File: config.mk
export PLATFORM = sky130hd
export DESIGN_NAME = seq_detect_sched
export DESIGN_NICKNAME = d
export VERILOG_FILES = /design/src/rtl/seq_detect_sched_pkg.sv /design/src/rtl/seq_detect_sched_core.sv /design/src/rtl/seq_detect_sched.sv
export SDC_FILE = /design/constraint.sdc
export NUM_CORES = 1
export LEC_CHECK = 0
export ABC_CLOCK_PERIOD_IN_PS = 8100
export CORE_UTILIZATION = 45
export DETAILED_ROUTE_END_ITERATION = 8
export HOLD_SLACK_MARGIN = 0.05
export MAX_ROUTING_LAYER = met4
export PLACE_DENSITY_LB_ADDON = 0.08
export SLEW_MARGIN = 5
export SYNTH_ARGS = -nofsm -noshare
export SYNTH_HDL_FRONTEND = slang
export SYNTH_SLANG_ARGS = --single-unit
File: constraint.sdc
create_clock -name clk -period 8.1 [get_ports clk]
set_input_delay 1.62 -clock clk [delete_from_list [all_inputs] [get_ports clk]]
set_output_delay 1.62 -clock clk [all_outputs]
set_load 0.01 [all_outputs]
File: src/rtl/seq_detect_sched_pkg.sv
// Shared definitions for the sequence-detector scheduler: FSM states,
// width helpers and default parameter values.
package seq_detect_pkg;

  localparam int NREQ_DEFAULT = 4;
  localparam int LEN_DEFAULT  = 8;

  typedef enum logic [2:0] {
    IDLE,
    CLEAR,
    SHIFT,
    TAIL,
    RESP
  } state_t;

  // Width of a requester index; never narrower than one bit.
  function automatic int idw(input int n);
    return (n <= 1) ? 1 : $clog2(n);
  endfunction

  // Width of a hit counter that must hold values 0..len.
  function automatic int hitw(input int len);
    return $clog2(len + 1);
  endfunction

endpackage

File: src/rtl/seq_detect_sched_core.sv
// Two-bit T-flip-flop sequence-detector core. Output is high when both
// state bits are set. Synchronous clear outranks enable; with neither
// asserted the state holds.
module seq_detect_core (
  input  logic clk,
  input  logic reset,
  input  logic clr,
  input  logic en,
  input  logic din,
  output logic out
);

  logic a;
  logic b;

  // State bits: async reset, then clear, then a T-flip-flop step on enable
  always_ff @(posedge clk or posedge reset) begin
    if (reset) begin
      a <= 1'b0;
      b <= 1'b0;
    end else if (clr) begin
      a <= 1'b0;
      b <= 1'b0;
    end else if (en) begin
      b <= b ^ din;
      a <= a ^ ((b & din) | (a & b));
    end
  end

  assign out = a & b;

endmodule

File: src/rtl/seq_detect_sched.sv
// Round-robin scheduler that time-shares one sequence-detector core among
// NREQ requesters. Each job clears the core, shifts a LEN-bit word in
// LSB-first, counts the bits after which the core output was high and
// returns the count plus the final output on a valid/ready port.
// Optional macro SEQ_DETECT_SCHED_ABORT_EN adds an abort input and a
// resp_aborted output that cut a job short.
module seq_detect_sched
  import seq_detect_pkg::*;
#(
  parameter int NREQ = NREQ_DEFAULT,
  parameter int LEN  = LEN_DEFAULT
) (
  input  logic                    clk,
  input  logic                    reset,
  input  logic [NREQ-1:0]         req,
  input  logic [NREQ*LEN-1:0]     req_data,
  output logic [NREQ-1:0]         ack,
  output logic                    resp_valid,
  input  logic                    resp_ready,
  output logic [idw(NREQ)-1:0]    resp_id,
  output logic [hitw(LEN)-1:0]    resp_hits,
  output logic                    resp_final,
`ifdef SEQ_DETECT_SCHED_ABORT_EN
  input  logic                    abort,
  output logic                    resp_aborted,
`endif
  output logic                    busy
);

  localparam int IW = idw(NREQ);
  localparam int HW = hitw(LEN);
  localparam logic [HW-1:0] LAST_BIT = HW'(LEN - 1);

  state_t          state;
  state_t          state_next;
  logic [IW-1:0]   ptr;
  logic [LEN-1:0]  word;
  logic [HW-1:0]   bit_cnt;
  logic            core_clr;
  logic            core_en;
  logic            core_out;
  logic            abort_hit;
  logic            sample_hit;
  logic            enter_resp;

  logic            grant_any;
  logic [IW-1:0]   grant_idx;
  logic [LEN-1:0]  grant_word;
  int              off;
  int              best_off;

  // Round-robin pick: the requester closest at or after the pointer wins
  always_comb begin
    grant_any  = |req;
    grant_idx  = '0;
    grant_word = '0;
    best_off   = NREQ;
    off        = 0;
    for (int j = 0; j < NREQ; j++) begin
      if (req[j]) begin
        off = (j + NREQ - int'(ptr)) % NREQ;
        if (off < best_off) begin
          best_off   = off;
          grant_idx  = IW'(j);
          grant_word = req_data[j*LEN +: LEN];
        end
      end
    end
  end

`ifdef SEQ_DETECT_SCHED_ABORT_EN
  assign abort_hit = abort && ((state == CLEAR) || (state == SHIFT) || (state == TAIL));
`else
  assign abort_hit = 1'b0;
`endif

  // Next-state and core control for the job sequence
  always_comb begin
    state_next = state;
    core_clr   = 1'b0;
    core_en    = 1'b0;
    case (state)
      IDLE: begin
        if (grant_any) state_next = CLEAR;
      end
      CLEAR: begin
        core_clr   = 1'b1;
        state_next = abort_hit ? RESP : SHIFT;
      end
      SHIFT: begin
        if (abort_hit) begin
          state_next = RESP;
        end else begin
          core_en = 1'b1;
          if (bit_cnt == LAST_BIT) state_next = TAIL;
        end
      end
      TAIL: begin
        state_next = RESP;
      end
      RESP: begin
        if (resp_ready) state_next = IDLE;
      end
      default: begin
        state_next = IDLE;
      end
    endcase
  end

  // State register
  always_ff @(posedge clk or posedge reset) begin
    if (reset) state <= IDLE;
    else       state <= state_next;
  end

  // The core output reflects bit k one cycle after it is shifted, so the
  // first SHIFT cycle has nothing to count and TAIL catches the last bit.
  assign sample_hit = core_out && (((state == SHIFT) && (bit_cnt != '0)) || (state == TAIL));
  assign enter_resp = (state != RESP) && (state_next == RESP);

  assign ack        = ((state == IDLE) && grant_any && !reset) ? (NREQ'(1) << grant_idx) : '0;
  assign resp_valid = (state == RESP);
  assign busy       = (state != IDLE);

  // Job datapath: grant capture, serial word, bit index, hit count, final out
  always_ff @(posedge clk or posedge reset) begin
    if (reset) begin
      ptr        <= '0;
      word       <= '0;
      bit_cnt    <= '0;
      resp_id    <= '0;
      resp_hits  <= '0;
      resp_final <= 1'b0;
    end else begin
      case (state)
        IDLE: begin
          if (grant_any) begin
            ptr     <= IW'((int'(grant_idx) + 1) % NREQ);
            word    <= grant_word;
            resp_id <= grant_idx;
          end
        end
        CLEAR: begin
          resp_hits <= '0;
          bit_cnt   <= '0;
        end
        SHIFT: begin
          if (core_en) begin
            word    <= word >> 1;
            bit_cnt <= bit_cnt + HW'(1);
          end
        end
        default: begin
        end
      endcase
      if (sample_hit) resp_hits <= resp_hits + HW'(1);
      if (enter_resp) resp_final <= core_out;
    end
  end

`ifdef SEQ_DETECT_SCHED_ABORT_EN
  // Tag each response as aborted or completed when it is formed
  always_ff @(posedge clk or posedge reset) begin
    if (reset)           resp_aborted <= 1'b0;
    else if (enter_resp) resp_aborted <= abort_hit;
  end
`endif

  seq_detect_core u_core (
    .clk   (clk),
    .reset (reset),
    .clr   (core_clr),
    .en    (core_en),
    .din   (word[0]),
    .out   (core_out)
  );

endmodule

Yosys cells after proc, flatten, opt, wreduce, memory -nomap -nowiden:

Index checks and enable logic that the tools add are counted.

* output and inout bits: 13
* flip-flop bits (word level): 26
* word-level logic and storage cells: 99
* input port bits: 39

* eq/ne operators: 9
* shift operators: 1
* reductions and logical operators: 22
* mux-type cells: 38
* magnitude comparators: 4
* $add $sub $neg: 7
* bitwise gates (word level): 9

Operator list (number)
* two-way mux 32 bit: 6
* less-than comparator 3 x 32 -> 1 bit: 3
* two-way mux 8 bit: 10
* two-way mux 4 bit: 4
* case mux 8 bit (2 select lines): 1
* subtractor 3 x 2 -> 4 bit, first input constant: 4
* case mux 3 bit (5 select lines): 1
* two-way mux 3 bit: 3
* adder 4 x 1 -> 4 bit, second input constant: 2
* two-way mux 1 bit: 8
* two-way mux 2 bit: 4
* case mux 4 bit (2 select lines): 1
* nonzero test 2 bit: 4
* OR reduction 2 bit: 4
* bitwise AND 1 bit: 6
* == test 3 x 2 -> 1 bit, second input constant: 2
* == test 3 bit, second input constant: 2
* logical AND 1 bit: 5
* == test 4 x 3 -> 1 bit, second input constant: 1
* less-than comparator 3 x 4 -> 1 bit, second input constant: 1
* inequality test 2 bit, second input constant: 2
* AND reduction 2 bit: 2
* nonzero test 4 bit: 1
* OR reduction 4 bit: 1
* 11 further kinds: 12

Logic depth before layout (Yosys ltp):

Gate-level depths: netlist (run 1).

* word-level depth: 17
* gate-level depth with buffers: 18
* mapped depth without buffers: 16

Cells and area by module:

A second synthesis (run 1) with hierarchy kept.

* cell total of the unflattened synthesis: 187
* area, all modules: 1745.4 sq um

By module, submodules not included
* seq_detect_sched: seq. area each 600.6 sq um, times used 1, area an instance 1632.8 sq um, cells an instance 177
* seq_detect_core: seq. area each 50.0 sq um, times used 1, area an instance 112.6 sq um, cells an instance 10

Worst setup path after synthesis (run 1):

No wires, ideal clock.

* path type: in2out
* from: in req[0]
* to: out ack[2]
* path slack: 1.982 ns
* path buffers: 2
* required time: 6.480 ns
* cell stages on the path: 17
* arrival time: 4.498 ns
* path through: inv_1 > mux2_2 > o32a_1 > ha_1 > o21a_4 > nor2_2 > o21ai_0 > clkbuf_1 > o21ai_0 > ha_1 > o21ai_0 > a22o_1 > buf_6 > nor2_1 > inv_1 > ha_1 > and3_1

* word-level cells in the longest chain between the ends: 12
* elaborated cells between the ends (all ways): 19
* classes of those cells: 3 x order compare; 1 x shift; 12 x mux; 3 x reduce/logical

Ends and longest elaborated chain
* from (decl): RTL line seq_detect_sched.sv:15 `input logic [NREQ-1:0] req,`
* two-way mux 32 bit *: RTL line seq_detect_sched.sv:60 `if (req[j]) begin`
* less-than comparator 3 x 32 -> 1 bit: RTL line seq_detect_sched.sv:62 `if (off < best_off) begin`
* two-way mux 32 bit: RTL line seq_detect_sched.sv:62
* two-way mux 32 bit *: RTL line seq_detect_sched.sv:60
* less-than comparator 3 x 32 -> 1 bit: RTL line seq_detect_sched.sv:62
* two-way mux 32 bit: RTL line seq_detect_sched.sv:62
* two-way mux 32 bit: RTL line seq_detect_sched.sv:60
* less-than comparator 3 x 32 -> 1 bit: RTL line seq_detect_sched.sv:62
* two-way mux 2 bit: RTL line seq_detect_sched.sv:62
* two-way mux 2 bit *: RTL line seq_detect_sched.sv:60
* net grant_idx[1]: RTL line seq_detect_sched.sv:47 `logic [IW-1:0] grant_idx;`
* left shift 1 x 2 -> 4 bit *: RTL line seq_detect_sched.sv:121 `assign ack = ((state == IDLE) && grant_any && !reset) ? (NREQ'(1) << grant_idx) : '0;`
* two-way mux 4 bit *: RTL line seq_detect_sched.sv:121
* to (decl): RTL line seq_detect_sched.sv:17 `output logic [NREQ-1:0] ack,`

The timed path passes the listed nets; every way through them passes the cells marked *.

Worst setup path in the final report (run 1):

Same ends and word-level chain as after synthesis.

==> metrics.md, run 1 <==
| Metric | Value |
|---|---|
| Status | finished, final reports clean |
| R2r setup slk | about 4500 ps |
| I/O pin count | 52 |
| Delay-heaviest family, CP | buffers and inverters |
| Starting Density | 48.7% |
| Mapped Nets | 246 |
| R2R Path End | ptr[1] |
| Post_cts resized | 0 |
| Combinational power share | between 50% and 60% |
| RSZ-0062 raised after global routing | false |
| Synth async-reset ratio | 100% |
| # setup viols final | 0 |
| Static Leakage | around 0.98 nW |
| TritonCTS Sinks | 26 |
| Post-route ant nets | 0 |
| Ys flop type | dfrtp_1 |
| Worst path bufs/invs | 5 |
| TNS Setup | 0 ps |
| CP cell instances | clkdlybuf4s50_1, inv_1, mux2_2, o32a_1, ha_1, o21a_4, nor2_2, o21ai_0, buf_4, o21ai_0, ha_1, o21ai_0, a22o_1, nor2_1, inv_1, ha_1, and3_1, clkdlybuf4s50_1 |
| GRT overflow | 0 |
| Core area | roughly 0.0035 mm² |
| Number of global-route vias before repair | around 1500 |
| Max-cap violations | 0 |
| Sw Pwr | 0.340 mW |
| Drt first pass iters | 4 |
| Reg power frac | roughly 30% |
| Antenna cell count | 0 |
| Synth Area per Inst | approximately 8.6 µm² |
| Worst R2R Path Depth | 14 |
| Crit path capture type | output port |
| 1st-iter DRT viols | 92 |
| Yosys reg bits | 26 |
| Power share of the clock group | a little over a tenth |
| Post-synth EDFFs | 0 |
| Peak VDD IR | just under 0.2 mV |
| Switch share | 44.6% |
| Post-layout min period | ~7500 ps |
| # Post-CTS Setup Buffers | 0 |
| Syn Inst Count | slightly below 200 |
| Worst Path Required | 6480 ps |
| Crit path arrival time | a little under 6000 ps |
| Via count | 1597 |
| Bufs on Longest Clock Path | 2 |
| Worst setup path class | in2out |
| Cell Area, Placed | between 0.002 and 0.0025 mm² |
| Slowest CP cell | clkdlybuf4s50_1 |
| Die ar. | 0.00400 mm² |
| Startpoint Class | primary input |
| Critical Path Max Stage Delay | approximately 540 ps |
| Clk_skew | between 3 and 4 ps |
| PwrDens | around 340 mW/mm² |
| Reg-to-reg startpoint | ptr[0] |
| Routability congestion estimate | slightly above 0.8 |
| Top-area cell type share of the netlist area | about two fifths |
| Sequential area share after synthesis | 38.5% |
| Crit-path max FO | 18 |
| Die Ht | roughly 63 µm |
| Drt drc | 0 |
| Largest area contributor in the netlist | dfrtp_1 |
| Hold crit path type | reg2reg |
| Clk_lat worst skew | about 260 ps |
| Synth warn | 0 |
| Hold path depth | 1 |
| Count of pins over their slew limit | 0 |
| Top-count cell post-synth | nand2_1 |
| CP startpoint | req[0] |
| Htree depth | 1 |
| Quantity of hold-fixing buffers added after cts | 0 |
| P&R area growth vs syn | 33.3% |
| Initial antenna violation count | 0 |
| Final Cycle Share | 92.3% |
| Num CTS Buffers | 3 |
| Vias/cell | 5.55 |
| Number of cells on the critical path | 18 |
| Largest net degree at the start of global routing | 31 |
| Commonest cells post-synth | 28 x nand2_1, 27 x o21ai_0, 26 x dfrtp_1 |
| Crit path to | ack[2] |
| Fin Hold WS | between 400 and 500 ps |
| Filler cell count | slightly above 300 |
| Finished Cell Area | around 0.0022 mm² |
| Final hold viol count | 0 |
| GRT Util Overall | about 21% |
| Cell variety after synth | 40 |
| Clock Pin Slew Worst Setup and Hold Paths | approximately 90 ps |
| Port bufs | a little over 50 |
| Int Pwr | ~0.42 mW |
| Area occupied by multi-input gates | 923 µm² |
| Power consumption | 0.763 mW |
| Layout cell share with drive strength beyond 1 | under 10% |
| Post-layout nets | 292 |
| Reg area | approximately 650 µm² |
| Root Buffer | clkbuf_8 |
| Post-Syn Area | between 0.0015 and 0.002 mm² |
| Rel. slew slack | approximately a third |
| CTS tree | yes |
| Wirelength per Cell | ~13 µm |
| Drt total wl | between 3 and 4 mm |
| Worst Max-Slew Pin Slew | approximately 1000 ps |
| Final HPWL DP | between 3 and 4 mm |
| Row count | 21 |
| First-pass GRT wire length | between 6 and 7 mm |
| Dominant cells by area after synthesis | dfrtp_1 39%, o21ai_0 8.0%, ha_1 7.4% |
| Die X | 63.2 µm |
| Achievable Freq | 134 MHz |
[metrics by stage]
| step | worst slack, ps | std cells | utilization [%] |
|---|---|---|---|
| 6_report | 623 | 288 | 64.9 |
| 3_5_place_dp | 638 | 284 | 63.3 |
| 3_3_place_gp | 866 | 284 | 63.3 |
| 2_1_floorplan | 1980 | 197 | - |
| 5_1_grt | 387 | 288 | 64.9 |
| 4_1_cts | 634 | 288 | 64.9 |
[kinds of logic (layout without fill, tap and decap cells)]
| logic type | Yosys count | count (layout) | share of synthesized area [%] |
|---|---|---|---|
| muxes | 1 | 1 | 0.667 |
| adders and majority gates | 10 | 10 | 7.41 |
| AOI/OAI and AO/OA | 66 | 66 | 26.0 |
| xor gates and xnor gates | 1 | 1 | 0.519 |
| buffers and inverters | 23 | 68 | 6.75 |
| and+or+nand+nor | 70 | 70 | 20.1 |
| DFF | 26 | 26 | 38.5 |
[cell type report]
| type | count | area share [%] |
|---|---|---|
| well taps | 46 | 2.56 |
| repair buffers | 52 | 23.0 |
| clock buffers | 4 | 2.45 |
| inverters | 12 | 2.00 |
| multi-input cells | 148 | 41.0 |
| flip-flops and latches | 26 | 28.9 |
[flip-flops by register name (all words and copies together) (netlist names)]
signal and count:
bit_cnt 4, ptr 2, resp_final 1, resp_hits 4, resp_id 2, state 3, u_core.a 1, u_core.b 1
word 8
[how the worst min path moves through the flow]
stage | start | slack, ps | end
2_1_floorplan | bit_cnt[3] | 470 | bit_cnt[3]
3_3_place_gp | resp_hits[3] | 460 | resp_hits[3]
3_5_place_dp | resp_hits[3] | 480 | resp_hits[3]
4_1_cts | resp_hits[3] | 500 | resp_hits[3]
5_1_grt | resp_hits[3] | 520 | resp_hits[3]
6_report | resp_hits[3] | 490 | resp_hits[3]
[cell usage in the layout (no fill, tap or decap), drive strengths merged]
cell,netlist,final
a211o,1,1
a21o,1,1
a21oi,3,3
a221oi,8,8
a22o,2,2
a31oi,9,9
and2,1,1
and2b,1,1
and3,5,5
and3b,1,1
buf,4,1
clkbuf,7,4
clkdlybuf4s50,0,51
dfrtp,26,26
ha,10,10
inv,12,12
mux2,1,1
nand2,28,28
nand2b,4,4
nand3,10,10
nand4,1,1
nor2,11,11
nor2b,2,2
nor3,1,1
nor3b,1,1
nor4b,1,1
o21a,3,3
o21ai,29,29
o31ai,9,9
o32a,1,1
or3,2,2
or3b,1,1
xnor2,1,1
[power groups by stage]
stage               registers [mW]  logic (mW)  clock network, mW
floorplan                    0.218       0.358                  0
global placement             0.226       0.432                  0
detailed placement           0.229       0.451                  0
CTS                          0.227       0.453             0.0833
global route                 0.236       0.510             0.0887
finish                       0.227       0.454             0.0825
[metal layers]
layer | GRT usage [%] | share of wire [%] | vias up
met2 | 35.1 | 48 | 57
met1 | 24.4 | 45 | 732
met4 | 9.38 | 1.8 | 0
met3 | 2.90 | 4.7 | 6
met5 | - | 0 | -
li1 | - | - | 802
Note: power is estimated with default switching activity, not from simulation.
==> run 2: changes to the inputs <==
--- a/config.mk
+++ b/config.mk
@@ -5,8 +5,8 @@
 export SDC_FILE = /design/constraint.sdc
 export NUM_CORES = 1
 export LEC_CHECK = 0
-export ABC_CLOCK_PERIOD_IN_PS = 8100
-export CORE_UTILIZATION = 45
+export ABC_CLOCK_PERIOD_IN_PS = 6600
+export CORE_UTILIZATION = 42
 export DETAILED_ROUTE_END_ITERATION = 8
 export HOLD_SLACK_MARGIN = 0.05
 export MAX_ROUTING_LAYER = met4
==> constraint.sdc (replaced) <==
create_clock -name clk -period 6.6 [get_ports clk]
set_input_delay 1.32 -clock clk [delete_from_list [all_inputs] [get_ports clk]]
set_output_delay 1.32 -clock clk [all_outputs]
set_load 0.01 [all_outputs]
==> metrics.md, run 2 (same netlist as run 1, synthesis figures left out) <==
| Metric | Value |
|---|---|
| Status | finished, final reports clean |
| TNS Setup | 0 ps |
| CP cell instances | clkdlybuf4s50_1, inv_1, mux2_2, o32a_1, ha_1, o21a_4, nor2_2, o21ai_1, o21ai_0, ha_1, and3b_1, a22o_1, a21o_2, inv_2, ha_1, and3_1, clkdlybuf4s50_1 |
| Max-cap violations | 0 |
| R2R Path End | ptr[1] |
| P&R area growth vs syn | 34.5% |
| End point of the worst hold path | resp_hits[3] |
| Static Leakage | just under 1 nW |
| Antenna cell count | 0 |
| Top reg by flops | word |
| Die X | about 65 µm |
| Largest net degree at the start of global routing | 31 |
| Post-route ant nets | 0 |
| Critical Path Max Stage Delay | 530 ps |
| Drt first pass iters | 4 |
| Clock Pin Slew Worst Setup and Hold Paths | around 90 ps |
| RSZ-0062 raised after global routing | false |
| Hold crit path type | reg2reg |
| Rel. slew slack | about 45% |
| Wirelength per Cell | 12.2 µm |
| Post-layout nets | ~290 |
| PwrDens | 412 mW/mm² |
| GRT Util Overall | 18.6% |
| Achievable Freq | about 160 MHz |
| 1st-iter DRT viols | roughly 100 |
| Worst Hold Launch | resp_hits[3] |
| # setup viols final | 0 |
| Worst path bufs/invs | 4 |
| Delay-heaviest family, CP | buffers and inverters |
| Final HPWL DP | around 2.8 mm |
| Initial antenna violation count | 0 |
| Largest registers | word (8), bit_cnt (4), resp_hits (4) |
| Clk_lat worst skew | between 200 and 300 ps |
| Hold path depth | 1 |
| First-pass GRT wire length | between 6 and 7 mm |
| Crit-path max FO | 5 |
| Most frequent cells in the layout | 51 x clkdlybuf4s50_1, 28 x nand2_1, 26 x o21ai_0, 26 x dfrtp_1 |
| CTS tree | yes |
| Vias/cell | about 5.2 |
| TritonCTS Sinks | 26 |
| Via count | between 1500 and 2000 |
| Worst R2R Path Depth | 13 |
| Crit path capture type | output port |
| Row count | 22 |
| Htree depth | 1 |
| Worst setup path class | in2out |
| Crit-path most repeated cell | ha_1 |
| Crit path arrival time | 5010 ps |
| Power consumption | slightly above 0.9 mW |
| Worst Max-Slew Pin Slew | 816 ps |
| GRT overflow | 0 |
| Starting Density | between 40% and 50% |
| Most common cell after layout, fill and taps aside | clkdlybuf4s50_1 |
| Worst Path Required | 5280 ps |
| Final hold viol count | 0 |
| Max FFs per register | 8 |
| Peak VDD IR | just under 0.3 mV |
| Number of global-route vias before repair | 1423 |
| Reg-to-reg startpoint | ptr[0] |
| Port bufs | 51 |
| R2r setup slk | 3480 ps |
| Slowest CP cell | clkdlybuf4s50_1 |
| Die Ht | 65.4 µm |
| Finished Cell Area | about 0.0023 mm² |
| Bufs on Longest Clock Path | 2 |
| Post-layout min period | about 6300 ps |
| Count of pins over their slew limit | 0 |
| Layout cell share with drive strength beyond 1 | approximately 7.0% |
| Drt drc | 0 |
| Root Buffer | clkbuf_8 |
| Startpoint Class | primary input |
| I/O pin count | 52 |
| Die ar. | around 0.0043 mm² |
| Drt total wl | about 3.5 mm |
| Routability congestion estimate | ~0.80 |
| Final Cycle Share | 95.9% |
| Cell Area, Placed | about 0.0022 mm² |
| Core area | 0.00374 mm² |
| Num CTS Buffers | 3 |
| Clk_skew | 1.73 ps |
[run 2: changes by cell type in the layout (fill, tap and decap cells not counted)]
cell	before	now
buf_4	1	3
nor2_2	1	2
nor2_1	10	9
o21ai_0	27	26
o21ai_1	1	2
[run 2: power by group]
group | total [mW] | switching (mW) | internal [mW]
logic | 0.557 | 0.307 | 0.250
registers | 0.277 | 0.0534 | 0.224
clock network | 0.102 | 0.0483 | 0.0533
[run 2: worst max-delay path by stage]
stage	to	slack, ps	start	cells past startpoint
4_1_cts	ack[2]	170	req[0]	17
5_1_grt	ack[0]	10	req[0]	18
3_3_place_gp	ack[2]	280	req[0]	17
3_5_place_dp	ack[2]	160	req[0]	17
6_report	ack[2]	270	req[0]	17
2_1_floorplan	ack[2]	1080	req[0]	17
[run 2: per-stage QoR]
step / std cells / util [%] / setup WS (ps) / hold slack, ps
2_1_floorplan: 197 / - / 1080 / 471
3_3_place_gp: 288 / 59.1 / 280 / 466
3_5_place_dp: 288 / 59.1 / 164 / 470
4_1_cts: 292 / 60.6 / 166 / 490
5_1_grt: 292 / 60.6 / 10.8 / 517
6_report: 292 / 60.6 / 273 / 485
[run 2: metal layers]
layer	wire length (µm)	up-vias	track usage (%)
met1	1800	668	24.3
met2	1610	41	30.0
met4	40	0	6.52
met3	100	2	1.56
li1	-	807	-
met5	0	-	-
[run 2: final cells by class]
type | instances | area, µm²
Clock buffer | 4 | 55.1
Fill cell | 359 | 1470
Inverter | 12 | 45.0
Multi-Input combinational cell | 148 | 926
Sequential cell | 26 | 651
Tap cell | 48 | 60.1
Timing Repair Buffer | 54 | 533
[run 2: what timing repair did]
| action | in CTS | in global routing |
|---|---|---|
| gates resized for setup | 0 | 2 |
| endpoints found under the setup margin | 0 | 4 |
| buffers inserted | 0 | 0 |
| hold buffers | 0 | 0 |
==> run 3: changes to the inputs <==
--- a/config.mk
+++ b/config.mk
@@ -5,8 +5,7 @@
 export SDC_FILE = /design/constraint.sdc
 export NUM_CORES = 1
 export LEC_CHECK = 0
-export ABC_CLOCK_PERIOD_IN_PS = 6600
-export CORE_UTILIZATION = 42
+export CORE_UTILIZATION = 43
 export DETAILED_ROUTE_END_ITERATION = 8
 export HOLD_SLACK_MARGIN = 0.05
 export MAX_ROUTING_LAYER = met4
@@ -14,4 +13,5 @@
 export SLEW_MARGIN = 5
 export SYNTH_ARGS = -nofsm -noshare
 export SYNTH_HDL_FRONTEND = slang
+export SYNTH_HIERARCHICAL = 1
 export SYNTH_SLANG_ARGS = --single-unit
==> metrics.md, run 3 <==
| Metric | Value |
|---|---|
| Crit path arrival time | between 4000 and 5000 ps |
| Filler cell count | between 300 and 400 |
| Clk_lat worst skew | around 280 ps |
| Clock Pin Slew Worst Setup and Hold Paths | about 90 ps |
| TNS Setup | 0 ps |
| Antenna cell count | 0 |
| Number of global-route vias before repair | 1635 |
| P&R area growth vs syn | 35.7% |
| Final hold viol count | 0 |
| Post-synth EDFFs | 0 |
| RSZ-0062 raised after global routing | false |
| Synth async-reset ratio | 100% |
| Port bufs | 51 |
| Switch share | 43.4% |
| Slowest CP cell | clkdlybuf4s50_1 |
| Largest net degree at the start of global routing | 29 |
| Max-cap violations | 0 |
| GRT Util Overall | ~22% |
| Vias/cell | 5.75 |
| Largest area contributor in the netlist | dfrtp_1 |
| Int Pwr | between 0.5 and 0.6 mW |
| Commonest cells post-synth | 26 x dfrtp_1, 22 x o21ai_0, 14 x a221oi_1, 13 x inv_1, 12 x and3_1 |
| Crit-path most repeated cell | ha_1 |
| Wirelength per Cell | roughly 16 µm |
| Most frequent cells in the layout | 49 x clkdlybuf4s50_1, 26 x dfrtp_1, 22 x o21ai_0, 14 x a221oi_1, 13 x inv_1 |
| Crit path capture type | output port |
| Post-Syn Area | between 0.0015 and 0.002 mm² |
| Ys flop type | dfrtp_1 |
| Bufs on Longest Clock Path | 2 |
| Routability congestion estimate | between 0.8 and 0.9 |
| CP cell instances | dlymetal6s2s_1, mux2i_1, a32oi_1, ha_1, o21ai_1, a2bb2o_1, nand2_1, nand2_1, o21ai_0, ha_1, o32a_4, a21bo_1, a31oi_4, nor2_1, inv_1, ha_1, and3_1, clkdlybuf4s50_1 |
| TritonCTS Sinks | 26 |
| GR Util met2 | a little over a third |
| Largest registers | word (8), bit_cnt (4), resp_hits (4) |
| # setup viols final | 0 |
| Drt first pass iters | 4 |
| Die ar. | between 0.004 and 0.005 mm² |
| Syn Inst Count | around 190 |
| Worst Max-Slew Pin Slew | just over 800 ps |
| Quantity of hold-fixing buffers added after cts | 0 |
| Final Cycle Share | 93.8% |
| Die X | 65.7 µm |
| Static Leakage | about 1.1 nW |
| Achievable Freq | 162 MHz |
| Crit-path max FO | 10 |
| Startpoint Class | primary input |
| Drt total wl | ~4.5 mm |
| Final HPWL DP | about 3.4 mm |
| Cell Area, Placed | between 0.002 and 0.0025 mm² |
| Place WS | ~34 ps |
| Starting Density | between 40% and 50% |
| Worst Path Required | 5280 ps |
| Max FFs per register | 8 |
| Via count | about 1600 |
| Count of pins over their slew limit | 0 |
| Num CTS Buffers | 3 |
| Mapped Nets | 236 |
| Fin Hold WS | around 490 ps |
| Top-area cell type share of the netlist area | between 30 and 40% |
| Post_cts resized | 0 |
| Combinational power share | between 60% and 70% |
| Post-layout min period | 6190 ps |
| Reg power frac | 26.2% |
| Finished Cell Area | roughly 0.0024 mm² |
| First-pass GRT wire length | approximately 7.3 mm |
| Htree depth | 1 |
| Synth Area per Inst | between 9 and 10 µm² |
| Post-route ant nets | 0 |
| I/O pin count | 52 |
| M3 GR Usage | under 10% |
| Power share of the clock group | between 10% and 20% |
| Peak VDD IR | 0.223 mV |
| Status | finished, final reports clean |
| Power consumption | roughly 1.0 mW |
| Core area | 0.00377 mm² |
| Synth warn | 6 |
| Row count | 22 |
| Root Buffer | clkbuf_8 |
| Hold crit path type | reg2reg |
| Post-layout nets | 287 |
| # Post-CTS Setup Buffers | 0 |
| Clk_skew | roughly 4.6 ps |
| Critical Path Max Stage Delay | around 530 ps |
| GR peak layer | met2 |
| CTS tree | yes |
| Rel. slew slack | between 40% and 50% |
| Dominant cells by area after synthesis | dfrtp_1 37%, ha_1 7.2%, a221oi_1 7.0% |
| Sequential area share after synthesis | 37.3% |
| Drt drc | 0 |
| M1 GR Usage | between 20 and 30% |
| Cell variety after synth | 43 |
| Sw Pwr | 0.452 mW |
| Final Worst Setup Slack | 410 ps |
| Worst setup path class | in2out |
| Yosys reg bits | 26 |
| Initial antenna violation count | 0 |
| Top reg by flops | word |
| Most common cell after layout, fill and taps aside | clkdlybuf4s50_1 |
| Die Ht | approximately 66 µm |
| 1st-iter DRT viols | 150 |
| Top-count cell post-synth | dfrtp_1 |
| Layout cell share with drive strength beyond 1 | a little under a tenth |
| GRT overflow | 0 |
| PwrDens | approximately 440 mW/mm² |
[run 3: changes by cell type after synthesis, moves of 6 or more]
cell / before / now
and2_1: 1 / 8
nand2_1: 28 / 11
a221oi_1: 8 / 14
a31oi_1: 8 / 2
and3_1: 5 / 12
[run 3: power groups by stage]
stage / Sequential (mW) / Clock (mW) / Combinational [mW]
6_report: 0.273 / 0.136 / 0.633
5_1_grt: 0.283 / 0.145 / 0.704
4_1_cts: 0.273 / 0.138 / 0.636
3_5_place_dp: 0.276 / 0 / 0.632
3_3_place_gp: 0.272 / 0 / 0.608
2_1_floorplan: 0.267 / 0 / 0.461
[run 3: path summary, 6_finish.rpt]
kind	start	endpoint	slack, ps	cells after the start
setup / recovery	req[0]	ack[3]	410	18
hold / removal	resp_hits[3]	resp_hits[3]	490	1
setup reg to reg	ptr[0]	ptr[1]	3180	15
hold reg to reg	resp_hits[3]	resp_hits[3]	490	1
max in group asynchronous	reset	word[4]	4910	3
min in group asynchronous	reset	u_core/b	1220	2
[run 3: cells by family after synthesis]
logic type,Yosys count,synth area share (%)
compound gates,65,28.1
xor+xnor,1,0.502
fa+ha+maj,10,7.17
buf+inv,22,5.66
flops,26,37.3
mux,3,1.79
simple gates,60,19.5
[run 3: final cells by class]
cell class	count	area, µm²	share of cell area, %
Multi-Input combinational cell	139	996	42.0
Sequential cell	26	651	27.5
Timing Repair Buffer	54	538	22.7
Tap cell	48	60.1	2.54
Inverter	14	52.6	2.22
Clock buffer	3	41.3	1.74
Clock inverter	1	30.0	1.27
[run 3: layer usage]
layer,vias to the layer above,wire (µm)
li1,799,-
met1,789,2050
met2,42,2130
met3,8,246
met4,0,62
met5,-,0
[run 3: worst max-delay path: cells and delay by family]
kind	cells	cell delay (ps)
adders and majority gates	3	730
AOI/OAI and AO/OA	7	1220
buffers and inverters	3	950
muxes	1	230
and+or+nand+nor	4	410
[run 3: per-stage QoR]
step	utilization [%]	cells
after CTS	62.7	285
after detailed placement	60.8	281
after floorplan	-	187
after global placement	60.8	281
after global routing	62.8	285
final	62.8	285
